<file path="config.mk">
export PLATFORM = sky130hd
export DESIGN_NAME = input_pipeline_ctrl
export DESIGN_NICKNAME = d
export VERILOG_FILES = /design/src/rtl/input_pipeline_pkg.sv /design/src/rtl/input_pipeline_ctrl.sv
export SDC_FILE = /design/constraint.sdc
export NUM_CORES = 1
export LEC_CHECK = 0
export CAP_MARGIN = 20
export CORE_MARGIN = 1
export CORE_UTILIZATION = 55
export DETAILED_ROUTE_END_ITERATION = 8
export DONT_BUFFER_PORTS = 1
export GPL_TIMING_DRIVEN = 0
export PLACE_DENSITY_LB_ADDON = 0.25
export SLEW_MARGIN = 10
export SYNTH_ARGS = -nofsm -noshare
export SYNTH_HDL_FRONTEND = slang
export SYNTH_SLANG_ARGS = --single-unit
</file>
<file path="constraint.sdc">
create_clock -name clk -period 2.5 [get_ports clk]
set_clock_uncertainty 0.15 [all_clocks]
set_input_delay 0.375 -clock clk [delete_from_list [all_inputs] [get_ports clk]]
set_output_delay 0.375 -clock clk [all_outputs]
set_load 0.05 [all_outputs]
</file>
<file path="src/rtl/input_pipeline_pkg.sv">
// -----------------------------------------------------------------------------
// input_pipeline_pkg
//   Shared types and default sizes for the input_pipeline sequencer.
//   - state_e   : sequencer states (FILL, RUN, FLUSH)
//   - DEPTH_DEF : default number of pipeline stages
//   - CNT_W_DEF : default fill/flush counter width
// -----------------------------------------------------------------------------
package input_pipeline_pkg;

   typedef enum logic [1:0] {
      FILL  = 2'd0,
      RUN   = 2'd1,
      FLUSH = 2'd2
   } state_e;

   localparam int DEPTH_DEF = 35;
   localparam int CNT_W_DEF = 6;

endpackage : input_pipeline_pkg

</file>
<file path="src/rtl/input_pipeline_ctrl.sv">
// -----------------------------------------------------------------------------
// input_pipeline_ctrl
//   Sequencer for the input_pipeline shift register. Turns a valid/ready
//   sample stream into the pipeline's clk_ena/in_stream controls, tracks how
//   many valid samples the pipeline holds, offers a window valid/ready
//   handshake to the tap consumer, and can flush the pipeline with zeros so
//   the pipeline itself needs no synchronous clear.
//
// Ports
//   clk         in   clock
//   reset       in   asynchronous, active-high reset
//   s_valid     in   upstream sample valid
//   s_data      in   upstream sample [WIDTH]
//   s_ready     out  sample accepted when s_valid & s_ready
//   pipe_ena    out  pipeline clk_ena
//   pipe_data   out  pipeline in_stream [WIDTH]
//   win_valid   out  all DEPTH taps hold a new, unconsumed window
//   win_ready   in   consumer takes the window
//   flush_req   in   single-cycle pulse requesting a zero flush
//   flush_busy  out  flush in progress
//   fill_level  out  valid samples in the pipeline, 0..DEPTH [CNT_W]
//   stall_count out  (STALL_CNT_EN only) cycles with s_valid & !s_ready [16]
//
// Configuration
//   STALL_CNT_EN : when defined, adds the saturating stall_count output.
// -----------------------------------------------------------------------------
module input_pipeline_ctrl
   import input_pipeline_pkg::*;
#(
   parameter int WIDTH = 1,
   parameter int DEPTH = DEPTH_DEF,
   parameter int CNT_W = CNT_W_DEF
) (
   input  logic             clk,
   input  logic             reset,
   input  logic             s_valid,
   input  logic [WIDTH-1:0] s_data,
   output logic             s_ready,
   output logic             pipe_ena,
   output logic [WIDTH-1:0] pipe_data,
   output logic             win_valid,
   input  logic             win_ready,
   input  logic             flush_req,
   output logic             flush_busy,
   output logic [CNT_W-1:0] fill_level
`ifdef STALL_CNT_EN
   ,
   output logic [15:0]      stall_count
`endif
);

   localparam logic [CNT_W-1:0] DEPTH_C    = CNT_W'(DEPTH);
   localparam logic [CNT_W-1:0] DEPTH_M1_C = CNT_W'(DEPTH - 1);
   localparam logic [CNT_W-1:0] ONE_C      = CNT_W'(1);

   state_e           state_q, state_d;
   // Fill level in FILL/RUN, remaining zero shifts in FLUSH.
   logic [CNT_W-1:0] cnt_q, cnt_d;
   logic             win_valid_q, win_valid_d;

   always_comb begin
      state_d     = state_q;
      cnt_d       = cnt_q;
      win_valid_d = win_valid_q;
      s_ready     = 1'b0;
      pipe_ena    = 1'b0;
      pipe_data   = '0;

      case (state_q)
         FILL, RUN: begin
            // A window may only be replaced when it is absent or being taken
            // this very cycle, so a pending window is never overwritten.
            s_ready = !reset && !flush_req && (!win_valid_q || win_ready);
            if (flush_req) begin
               state_d     = FLUSH;
               cnt_d       = DEPTH_C;
               win_valid_d = 1'b0;
            end else begin
               if (win_valid_q && win_ready) begin
                  win_valid_d = 1'b0;
               end
               if (s_valid && s_ready) begin
                  pipe_ena  = 1'b1;
                  pipe_data = s_data;
                  // Shift that leaves the pipeline full: a fresh window
                  // appears on this edge (overrides the consume above).
                  if (cnt_q >= DEPTH_M1_C) begin
                     cnt_d       = DEPTH_C;
                     win_valid_d = 1'b1;
                     state_d     = RUN;
                  end else begin
                     cnt_d = cnt_q + ONE_C;
                  end
               end
            end
         end

         FLUSH: begin
            pipe_ena = !reset;
            if (cnt_q <= ONE_C) begin
               cnt_d   = '0;
               state_d = FILL;
            end else begin
               cnt_d = cnt_q - ONE_C;
            end
         end

         default: begin
            state_d     = FILL;
            cnt_d       = '0;
            win_valid_d = 1'b0;
         end
      endcase
   end

   always_ff @(posedge clk or posedge reset) begin
      if (reset) begin
         state_q     <= FILL;
         cnt_q       <= '0;
         win_valid_q <= 1'b0;
      end else begin
         state_q     <= state_d;
         cnt_q       <= cnt_d;
         win_valid_q <= win_valid_d;
      end
   end

   assign win_valid  = win_valid_q;
   assign flush_busy = (state_q == FLUSH);
   // The shared counter holds the flush countdown while flushing; the
   // pipeline holds no valid window then, so report empty.
   assign fill_level = (state_q == FLUSH) ? '0 : cnt_q;

`ifdef STALL_CNT_EN
   logic [15:0] stall_q, stall_d;

   always_comb begin
      stall_d = stall_q;
      if ((state_q != FLUSH) && flush_req) begin
         stall_d = '0;
      end else if (s_valid && !s_ready && (stall_q != 16'hFFFF)) begin
         stall_d = stall_q + 16'd1;
      end
   end

   always_ff @(posedge clk or posedge reset) begin
      if (reset) begin
         stall_q <= '0;
      end else begin
         stall_q <= stall_d;
      end
   end

   assign stall_count = stall_q;
`endif

endmodule : input_pipeline_ctrl

</file>
### Word level (Yosys, flattened, before mapping)

Index checks and enable logic that the tools add are counted.

* register bits: 9
* latch bits: 0
* RAM bits: 0
* bits in read-only memories: 0
* bits of input ports: 6
* logic and storage cells: 46
* memories: 0

* add/sub/neg operators: 2
* $mul: 0
* divide/modulo/power cells: 0
* order comparisons: 2
* eq/ne operators: 5
* shifts and indexed selects: 0
* multiplexer cells: 23
* bitwise operators: 0
* reduce and logical (&&, ||, !) cells: 11

Operators by type and width (count)
* 2-to-1 mux 6 bit: 5
* one-hot mux 6 bit (2 select lines): 1
* 2-to-1 mux 1 bit: 10
* 2-to-1 mux 2 bit: 4
* adder 6 x 1 -> 6 bit, second input constant: 1
* >= comparator 6 bit, second input constant: 1
* less-or-equal comparator 6 x 1 -> 1 bit, second input constant: 1
* inequality test 3 bit, second input constant: 2
* subtractor 6 x 1 -> 6 bit, second input constant: 1
* logical AND 1 bit: 4
* one-hot mux 1 bit (2 select lines): 2
* one-hot mux 2 bit (2 select lines): 1
* zero test 1 bit: 3
* AND reduction 3 bit: 1
* == test 2 x 1 -> 1 bit, second input constant: 1
* == test 2 bit, second input constant: 1
* zero test 2 bit: 1
* inequality test 2 x 1 -> 1 bit, second input constant: 1
* OR reduction 2 bit: 1
* logical OR 1 bit: 1

### Logic depth before layout (Yosys ltp)

Gate-level depths: netlist of the first run.

* depth in word-level cells: 7
* mapped depth: 7
* gate-level depth less buffers: 6

### Worst setup path after synthesis of the first run

No wires, ideal clock.

* path type: register -> output
* start point: register win_valid_q (netlist: win_valid)
* end point: output s_ready
* data arrival time: 1.881 ns
* data required time: 1.975 ns
* path slack: 0.094 ns
* cell stages (with the launch flop): 3
* buffers on the path: 0
* cells stage by stage: dfrtp_1 nor2b_1 nor3_1

* longest elaborated chain between the ends: 4

RTL lines
* from (decl): line input_pipeline_ctrl.sv:59 `logic win_valid_q, win_valid_d;`
* from (signal assigned): line input_pipeline_ctrl.sv:124 `win_valid_q <= win_valid_d;`
* zero test 1 bit: line input_pipeline_ctrl.sv:73 `s_ready = !reset && !flush_req && (!win_valid_q || win_ready);`
* logical OR 1 bit: line input_pipeline_ctrl.sv:73
* logical AND 1 bit: line input_pipeline_ctrl.sv:73
* 2-to-1 mux 1 bit: line input_pipeline_ctrl.sv:69 `case (state_q)`
* to (decl): line input_pipeline_ctrl.sv:38 `output logic s_ready,`

Every way passes these cells.

### Worst setup path in the final report of the first run

* start point: register state_q[1]
* end point: output fill_level[1]

* longest elaborated chain between the ends: 2

RTL lines
* from (decl): line input_pipeline_ctrl.sv:56 `state_e state_q, state_d;`
* from (signal assigned): line input_pipeline_ctrl.sv:122 `state_q <= state_d;`
* == test 2 bit
* via flush_busy: line input_pipeline_ctrl.sv:44 `output logic flush_busy,`
* 2-to-1 mux 6 bit: line input_pipeline_ctrl.sv:132 `assign fill_level = (state_q == FLUSH) ? '0 : cnt_q;`
* to (decl): line input_pipeline_ctrl.sv:45 `output logic [CNT_W-1:0] fill_level`

The timed path passes the listed nets, and every way through them passes these cells.

==> impl_metrics.json, run 1 <==
{
  "dieWidth_um": 39.4,
  "hold_violations": 0,
  "num_vias": 676,
  "num_io_pins": 17,
  "grt.overflow.total": 0,
  "synth_area_leader_cell": "dfrtp_1",
  "synth_top_family_by_area": "compound AO/OA/AOI/OAI gates",
  "path_cells": "nand2b_1 -> inv_1 -> nor2_2",
  "dp_hpwl_um": 1200,
  "tightest_slew_ps": 832,
  "initial_core_util_pct": 59.0,
  "yosysUniqueCellTypes": 40,
  "placed_cells": 103,
  "slowest_delay_ps": 540,
  "clkTransAtPathRegs_ps": 60,
  "syn_to_final_growth_pct": 9.77,
  "pwr-share-clk_pct": 9.4,
  "fmax_mhz": 420,
  "intPower_mw": 0.571,
  "whs_ps": 101,
  "min_period_over_period_pct": 95.1,
  "crit_fanout": 9,
  "coreArea_mm2": 0.00130,
  "grt_max_degree": 11,
  "synth_warnings": 0,
  "grtUsageTotal_pct": 25.5,
  "leakagePower_nw": 0.372,
  "ys_top_cells_by_area": "dfrtp_1 29%, ha_1 6.5%, a22o_1 4.6%",
  "ant_nets": 0,
  "die_h_um": 39.4,
  "crit_path_end_kind": "output port",
  "maxSlewHeadroom_pct": 44.2,
  "io_buffers": 0,
  "crit_type": "register to output port",
  "status": "complete, no violations",
  "yosys.area_share.adder_pct": 6.51,
  "clk_latency_ps": 270,
  "vdd_ir_drop_max_mv": 0.825,
  "cp.required_ps": 1980,
  "finalWirelength_um": 1660,
  "power_per_cell_area_mw_per_mm2": 1470,
  "synth_edf_count": 0,
  "dr.pass1.iters": 4,
  "die_area_mm2": 0.00155,
  "synth_compound_area_share_pct": 26.5,
  "drcViolationCount": 0,
  "viasPerCell": 6.26,
  "start_kind": "register",
  "cts_buffers": 3,
  "synth_flop_cell": "dfrtp_1",
  "synth-simple-area-share_pct": 22.8,
  "netlist_instances": 88,
  "cts_tree": "done",
  "gp_congestion": 0.864,
  "finalSetupViolations": 0,
  "yosysSeqAreaShare_pct": 29.3,
  "grt_pass1_vias": 594,
  "critical-path-top-delay-family": "simple AND/OR/NAND/NOR gates",
  "power_mw": 1.24,
  "drv_cap": 0,
  "ys_ff_latch": 9,
  "drt-initial-drc-count": 16,
  "ys_async_sr_fraction_pct": 100,
  "switchingPower_mw": 0.667,
  "fin_nets": 104,
  "cp_slowest_cell": "nor2_2",
  "synth.cell_area_um2": 768,
  "maxSlewViolCount": 0,
  "antenna_found_initial": 0,
  "swShare_pct": 53.9,
  "yosysMostFrequentCell": "dfrtp_1",
  "synth_fp_nets": 98,
  "fin_cells": 108,
  "fin_util_pct": 64.8,
  "htreeDepth": 1,
  "yosys.area_share.xor_xnor_pct": 5.70,
  "grt_pass1_wl_um": 2590,
  "drive_gt1_share_pct": 23.7,
  "hold_class": "primary input to register",
  "wl_per_cell_um": 15.4,
  "synthMuxAreaShare_pct": 0,
  "p_comb_share_pct": 67.9,
  "core.rowCount": 13,
  "synth_commonest_cells": "9 x dfrtp_1, 8 x inv_1, 6 x o21ai_0",
  "critical_path_arrival_ps": 1850,
  "rsz0062_at_grt": "false",
  "numClockSinks": 9,
  "synth.avg_cell_area_um2": 8.73,
  "p_seq_share_pct": 22.7,
  "clockBufferDepth": 2,
  "min_period_ps": 2380,
  "diodes": 0,
  "yosys.area.top_type_share_pct": 29.3,
  "critPathBufInv": 1,
  "cts_root_buf": "clkbuf_4"
}
## metrics by stage
stage / cell area [µm²] / setup TNS (ps) / setup slack [ps]
floorplan: 768 / 0 / 94.4
global placement: 787 / 0 / 56.7
detailed placement: 792 / 0 / 163
CTS: 833 / -209 / -106
global route: 843 / 0 / 24.6
finish: 843 / 0 / 121
## worst paths after layout
check | cells past startpoint | start | slack, ps | endpoint
max | 3 | state_q[1]$_DFFE_PP0P_ | 120 | fill_level[1]
min | 2 | flush_req | 100 | state_q[1]$_DFFE_PP0P_
max reg2reg | 5 | state_q[1]$_DFFE_PP0P_ | 430 | cnt_q[2]$_DFFE_PP0P_
min reg2reg | 2 | state_q[0]$_DFFE_PP0P_ | 420 | state_q[0]$_DFFE_PP0P_
max in group asynchronous | 2 | reset | 1560 | state_q[1]$_DFFE_PP0P_
min in group asynchronous | 2 | reset | 380 | cnt_q[3]$_DFFE_PP0P_
## routing by layer
layer  routed length [µm]  share of wire (%)  vias up  global-route usage [%]
li1                     -                  -      330                       -
met1                  760                 46      309                    32.1
met2                  753                 45       33                    41.3
met3                  121                7.3        4                    4.55
met4                   29                1.7        0                    12.9
met5                    0                  0        -                       0
## worst reg2reg max path, cell delays in order (launching register included)
cell and delay [ps]:
dfrtp_1 490, nand2b_1 200, inv_1 520, o21ai_4 200, o32ai_1 260, a22o_1 180
## cell usage in the layout, fill, tap and decap left out, types with 3 or more instances in the layout
| cell type | n |
|---|---|
| nand2_1 | 3 |
| nand3_1 | 3 |
| a22o_1 | 4 |
| nor3_1 | 3 |
| and2_1 | 3 |
| inv_1 | 8 |
| clkbuf_4 | 3 |
| xnor2_1 | 3 |
| nor2_1 | 3 |
| ha_1 | 4 |
| dfrtp_1 | 9 |
| o21ai_0 | 5 |
## state kept, by name (all words and copies together) (netlist names)
register,flops
cnt_q,6
state_q,2
win_valid,1
## kinds of logic (layout without fill, tap and decap cells)
family,count (synthesis),after routing
xor gates and xnor gates,5,5
AOI/OAI and AO/OA,26,26
adders and majority gates,4,4
and+or+nand+nor,31,31
buffers and inverters,13,18
DFF,9,9
## power groups by stage
stage / clock network [mW] / logic, mW / registers (mW)
6_report: 0.116 / 0.841 / 0.281
3_3_place_gp: 0 / 0.811 / 0.280
3_5_place_dp: 0 / 0.825 / 0.282
5_1_grt: 0.126 / 0.922 / 0.291
4_1_cts: 0.120 / 0.832 / 0.279
2_1_floorplan: 0 / 0.725 / 0.264
## repair_timing
item                                    CTS  global route
endpoints found under the setup margin    4             4
hold buffers                              1             0
hold endpoints to repair                  9             0
setup buffers                             0             0
gates resized for setup                   2             3
## final cells by class
class,count,area (µm²)
multi-input cells,66,493
fillers,108,458
flip-flops and latches,9,225
plain buffers,5,40.0
inverters,8,30.0
clock buffers,4,26.3
well taps,15,18.8
repair buffers,1,10.0
Note: power is estimated with default switching activity, not from simulation.
==> inputs of run 2 (changes only) <==
==> constraint.sdc (replaced) <==
create_clock -name clk -period 2.5 [get_ports clk]
set_clock_uncertainty 0.15 [all_clocks]
set_input_delay 0.5 -clock clk [delete_from_list [all_inputs] [get_ports clk]]
set_output_delay 0.5 -clock clk [all_outputs]
set_load 0.05 [all_outputs]
==> impl_metrics.json, run 2 (same netlist as run 1, synthesis figures left out) <==
{
  "diodes": 0,
  "critPathBufInv": 1,
  "min_period_ps": 2500,
  "power_mw": 1.25,
  "critical_path_arrival_ps": 1850,
  "tightest_slew_ps": 644,
  "drcViolationCount": 0,
  "seq_area_um2": 225,
  "placed_cells": 103,
  "ant_nets": 0,
  "rsz0062_at_grt": "true",
  "reg2reg_from": "cnt_q[0]$_DFFE_PP0P_",
  "path_cells": "nand2b_1 -> inv_1 -> nor2_2",
  "finalWirelength_um": 1710,
  "fin_setup_tns_ps": 0,
  "drive_gt1_share_pct": 24.7,
  "cp.required_ps": 1850,
  "fmax_mhz": 400,
  "crit_type": "register to output port",
  "finalSetupViolations": 0,
  "hold_violations": 0,
  "min_period_over_period_pct": 100,
  "drv_cap": 0,
  "fin_util_pct": 65.8,
  "io_buffers": 0,
  "syn_to_final_growth_pct": 11.4,
  "crit_fanout": 9,
  "vdd_ir_drop_max_mv": 0.899,
  "n_fill_cell": 112,
  "viasPerCell": 6.18,
  "cts_buffers": 3,
  "initial_core_util_pct": 59.0,
  "slowest_delay_ps": 550,
  "final_area_um2": 856,
  "top_register": "cnt_q",
  "htreeDepth": 1,
  "grt_max_degree": 11,
  "clkTransAtPathRegs_ps": 60,
  "grt_pass1_wl_um": 2720,
  "antenna_found_initial": 0,
  "fin_nets": 104,
  "cts_setup_buffers": 0,
  "gp_congestion": 0.868,
  "power_per_cell_area_mw_per_mm2": 1460,
  "multi_input_area_um2": 505,
  "hold_start": "flush_req",
  "start_kind": "register",
  "dp_hpwl_um": 1250,
  "worstSetupStartpoint": "state_q[1]$_DFFE_PP0P_",
  "grtUsageTotal_pct": 26.5,
  "placed_area_um2": 792,
  "coreArea_mm2": 0.00130,
  "cts_root_buf": "clkbuf_4",
  "layout.cells.most_common": "dfrtp_1",
  "cts_tree": "done",
  "hold_class": "primary input to register",
  "leakagePower_nw": 0.369,
  "num_io_pins": 17,
  "clk_latency_ps": 260,
  "die_area_mm2": 0.00155,
  "cp_slowest_cell": "nor2_2",
  "num_vias": 667,
  "grt.overflow.total": 0,
  "die_h_um": 39.4,
  "largest_reg_flops": 6,
  "core.rowCount": 13,
  "layout_common_cells": "9 x dfrtp_1, 8 x inv_1, 5 x o21ai_0",
  "clockBufferDepth": 2,
  "critical-path-top-delay-family": "simple AND/OR/NAND/NOR gates",
  "dr.pass1.iters": 4,
  "drt-initial-drc-count": 10,
  "status": "complete, no violations",
  "maxSlewViolCount": 0,
  "fin_cells": 108,
  "numClockSinks": 9,
  "dieWidth_um": 39.4,
  "grt_pass1_vias": 602,
  "maxSlewHeadroom_pct": 57.1,
  "crit_path_end_kind": "output port",
  "wl_per_cell_um": 15.8
}
## run 2: cell count changes in the layout (fill, tap and decap cells not counted)
| cell | before | now |
|---|---|---|
| and3_2 | 2 | 1 |
| nor2b_1 | 1 | 0 |
| and3_4 | 0 | 1 |
| nor3_2 | 2 | 1 |
| nor3_4 | 0 | 1 |
| nor2b_2 | 0 | 1 |
## run 2: final timing paths
path	end	slack, ps	cells past startpoint
worst max-delay path	fill_level[0]	0.008	3
worst min-delay path	state_q[1]$_DFFE_PP0P_	230	2
worst max register to register	cnt_q[2]$_DFFE_PP0P_	400	7
worst min register to register	state_q[0]$_DFFE_PP0P_	420	2
max in group asynchronous	cnt_q[0]$_DFFE_PP0P_	1430	2
min in group asynchronous	cnt_q[2]$_DFFE_PP0P_	510	2
## run 2: metrics by stage
| stage | hold slack [ps] | setup WS [ps] |
|---|---|---|
| final | 230 | 0.00833 |
| after global routing | 245 | -99.2 |
| after CTS | 228 | -229 |
| after detailed placement | 229 | 47.8 |
| after global placement | 225 | -3.27 |
| after floorplan | 178 | 168 |
## run 2: area by class of cell
class                           instances  share of cell area, %
Sequential cell                         9                   26.3
Inverter                                8                   3.51
Tap cell                               15                   2.19
Multi-Input combinational cell         66                   59.1
Buffer                                  5                   4.68
Timing Repair Buffer                    1                   1.17
Clock buffer                            4                   3.07
## run 2: timing repair
| item | in CTS | in global routing |
|---|---|---|
| hold buffers | 1 | 0 |
| gates resized for setup | 4 | 4 |
| setup endpoints to repair | 4 | 3 |
| hold endpoints to repair | 9 | 0 |
## run 2: report_power, final
group | internal [mW] | switching [mW] | leakage (nW) | total [mW]
sequential | 0.202 | 0.0832 | 0.113 | 0.285
clock | 0.0617 | 0.0546 | 0.0150 | 0.116
combinational | 0.310 | 0.538 | 0.241 | 0.848
## run 2: layer usage
layer | global-route usage (%) | wire (µm)
met1 | 33.0 | 777
met2 | 44.6 | 826
met3 | 3.41 | 71
met4 | 12.9 | 29
met5 | 0 | 0
==> inputs of run 3 (changes only) <==
--- a/config.mk
+++ b/config.mk
@@ -11,7 +11,7 @@
 export DETAILED_ROUTE_END_ITERATION = 8
 export DONT_BUFFER_PORTS = 1
 export GPL_TIMING_DRIVEN = 0
-export PLACE_DENSITY_LB_ADDON = 0.25
+export PLACE_DENSITY = 0.66
 export SLEW_MARGIN = 10
 export SYNTH_ARGS = -nofsm -noshare
 export SYNTH_HDL_FRONTEND = slang
==> constraint.sdc (replaced) <==
create_clock -name clk -period 2.7 [get_ports clk]
set_clock_uncertainty 0.15 [all_clocks]
set_input_delay 0.54 -clock clk [delete_from_list [all_inputs] [get_ports clk]]
set_output_delay 0.54 -clock clk [all_outputs]
set_load 0.05 [all_outputs]
==> impl_metrics.json, run 3 (same netlist as run 1, synthesis figures left out) <==
{
  "status": "complete, no violations",
  "path_cells": "nand2b_1 -> inv_1 -> nor2_2",
  "crit_fanout": 9,
  "diodes": 0,
  "power_mw": 1.16,
  "grt.overflow.total": 0,
  "hold_class": "primary input to register",
  "crit_end": "fill_level[0]",
  "largest_reg_flops": 6,
  "critPathBufInv": 1,
  "finalSetupViolations": 0,
  "rsz0062_at_grt": "false",
  "dr.pass1.iters": 4,
  "drv_cap": 0,
  "cts_root_buf": "clkbuf_4",
  "numClockSinks": 9,
  "layout.cells.most_common": "dfrtp_1",
  "antenna_found_initial": 0,
  "drcViolationCount": 0,
  "clkTransAtPathRegs_ps": 70,
  "reg2regPathDepth": 5,
  "die_h_um": 39.4,
  "critical-path-top-delay-family": "simple AND/OR/NAND/NOR gates",
  "maxSlewViolCount": 0,
  "core.rowCount": 13,
  "fin_cells": 108,
  "drive_gt1_share_pct": 23.7,
  "placed_cells": 103,
  "num_io_pins": 17,
  "die_area_mm2": 0.00155,
  "fin_nets": 104,
  "gp_congestion": 0.791,
  "drt-initial-drc-count": 29,
  "htreeDepth": 1,
  "crit_type": "register to output port",
  "start_kind": "register",
  "slowest_delay_ps": 550,
  "cts_tree": "done",
  "hold_violations": 0,
  "fin_util_pct": 64.8,
  "grt_pass1_wl_um": 2640,
  "vdd_ir_drop_max_mv": 0.697,
  "clockBufferDepth": 2,
  "finalWirelength_um": 1690,
  "maxSlewHeadroom_pct": 44.8,
  "cts_buffers": 3,
  "wl_per_cell_um": 15.7,
  "io_buffers": 0,
  "layout_common_cells": "9 x dfrtp_1, 8 x inv_1, 5 x o21ai_0",
  "syn_to_final_growth_pct": 9.77,
  "grt_max_degree": 11,
  "top_register": "cnt_q",
  "coreArea_mm2": 0.00130,
  "initial_core_util_pct": 59.0,
  "viasPerCell": 6.44,
  "fmax_mhz": 391,
  "cp_slowest_cell": "nor2_2",
  "power_per_cell_area_mw_per_mm2": 1370,
  "dp_hpwl_um": 1250,
  "whs_ps": 255,
  "crit_path_end_kind": "output port",
  "reg2reg_from": "state_q[1]$_DFFE_PP0P_",
  "num_vias": 696,
  "grt_pass1_vias": 580,
  "grtUsageTotal_pct": 26.3,
  "min_period_ps": 2560,
  "clk_latency_ps": 270,
  "min_period_over_period_pct": 94.7,
  "worst-path-stages": 3,
  "ant_nets": 0,
  "dieWidth_um": 39.4,
  "tightest_slew_ps": 823,
  "cp.required_ps": 2010,
  "r2r_end": "cnt_q[2]$_DFFE_PP0P_",
  "critical_path_arrival_ps": 1870,
  "worstSetupStartpoint": "state_q[1]$_DFFE_PP0P_",
  "r2r_slack_ps": 610,
  "leakagePower_nw": 0.372
}
[run 3: cell count changes in the layout (fill, tap and decap cells not counted)]
cell     before  now
nor2b_2       1    0
nor3_4        1    0
nor3_2        1    2
nor2b_1       0    1
and3_2        1    2
and3_4        1    0
[run 3: layout make-up]
class | instances | area, µm²
Sequential cell | 9 | 225
Timing Repair Buffer | 1 | 10.0
Inverter | 8 | 30.0
Clock buffer | 4 | 26.3
Buffer | 5 | 40.0
Multi-Input combinational cell | 66 | 493
Fill cell | 118 | 458
Tap cell | 15 | 18.8
[run 3: power by group]
part | total [mW] | switching, mW | internal [mW]
Sequential | 0.262 | 0.0746 | 0.187
Combinational | 0.785 | 0.500 | 0.285
Clock | 0.112 | 0.0546 | 0.0573
Total | 1.16 | 0.629 | 0.529
[run 3: worst min path at each step]
stage / start / slack, ps / cells past startpoint / end
3_3_place_gp: reset / 270 / 1 / win_valid$_DFFE_PP0N_
4_1_cts: flush_req / 250 / 2 / state_q[1]$_DFFE_PP0P_
3_5_place_dp: reset / 270 / 1 / win_valid$_DFFE_PP0N_
2_1_floorplan: reset / 220 / 1 / cnt_q[0]$_DFFE_PP0P_
5_1_grt: flush_req / 290 / 2 / state_q[1]$_DFFE_PP0P_
6_report: flush_req / 250 / 2 / state_q[1]$_DFFE_PP0P_
[run 3: layer usage]
layer	global-route usage, %	up-vias	part of all wire [%]
li1	-	326	-
met4	12.9	0	2.2
met5	0	-	0
met1	35.7	337	47
met3	3.41	5	5.2
met2	40.4	28	46
[run 3: what timing repair did]
| action | CTS | global route |
|---|---|---|
| hold endpoints to repair | 9 | 0 |
| setup buffers | 0 | 0 |
| setup endpoints to repair | 4 | 4 |
| pin swaps | 0 | 0 |
| hold buffers | 1 | 0 |
| gates resized for setup | 2 | 3 |
[run 3: worst reg2reg max path: stages (launching register included)]
cell	delay [ps]
dfrtp_1	500
nand2b_1	190
inv_1	530
o21ai_4	200
o32ai_1	280
a22o_1	180
[run 3: metrics by stage]
stage	TNS [ps]	setup slack, ps	instance area [µm²]
floorplan	0	119	768
global placement	0	83.0	787
detailed placement	0	174	792
CTS	-136	-68.7	833
global route	0	83.3	843
finish	0	144	843
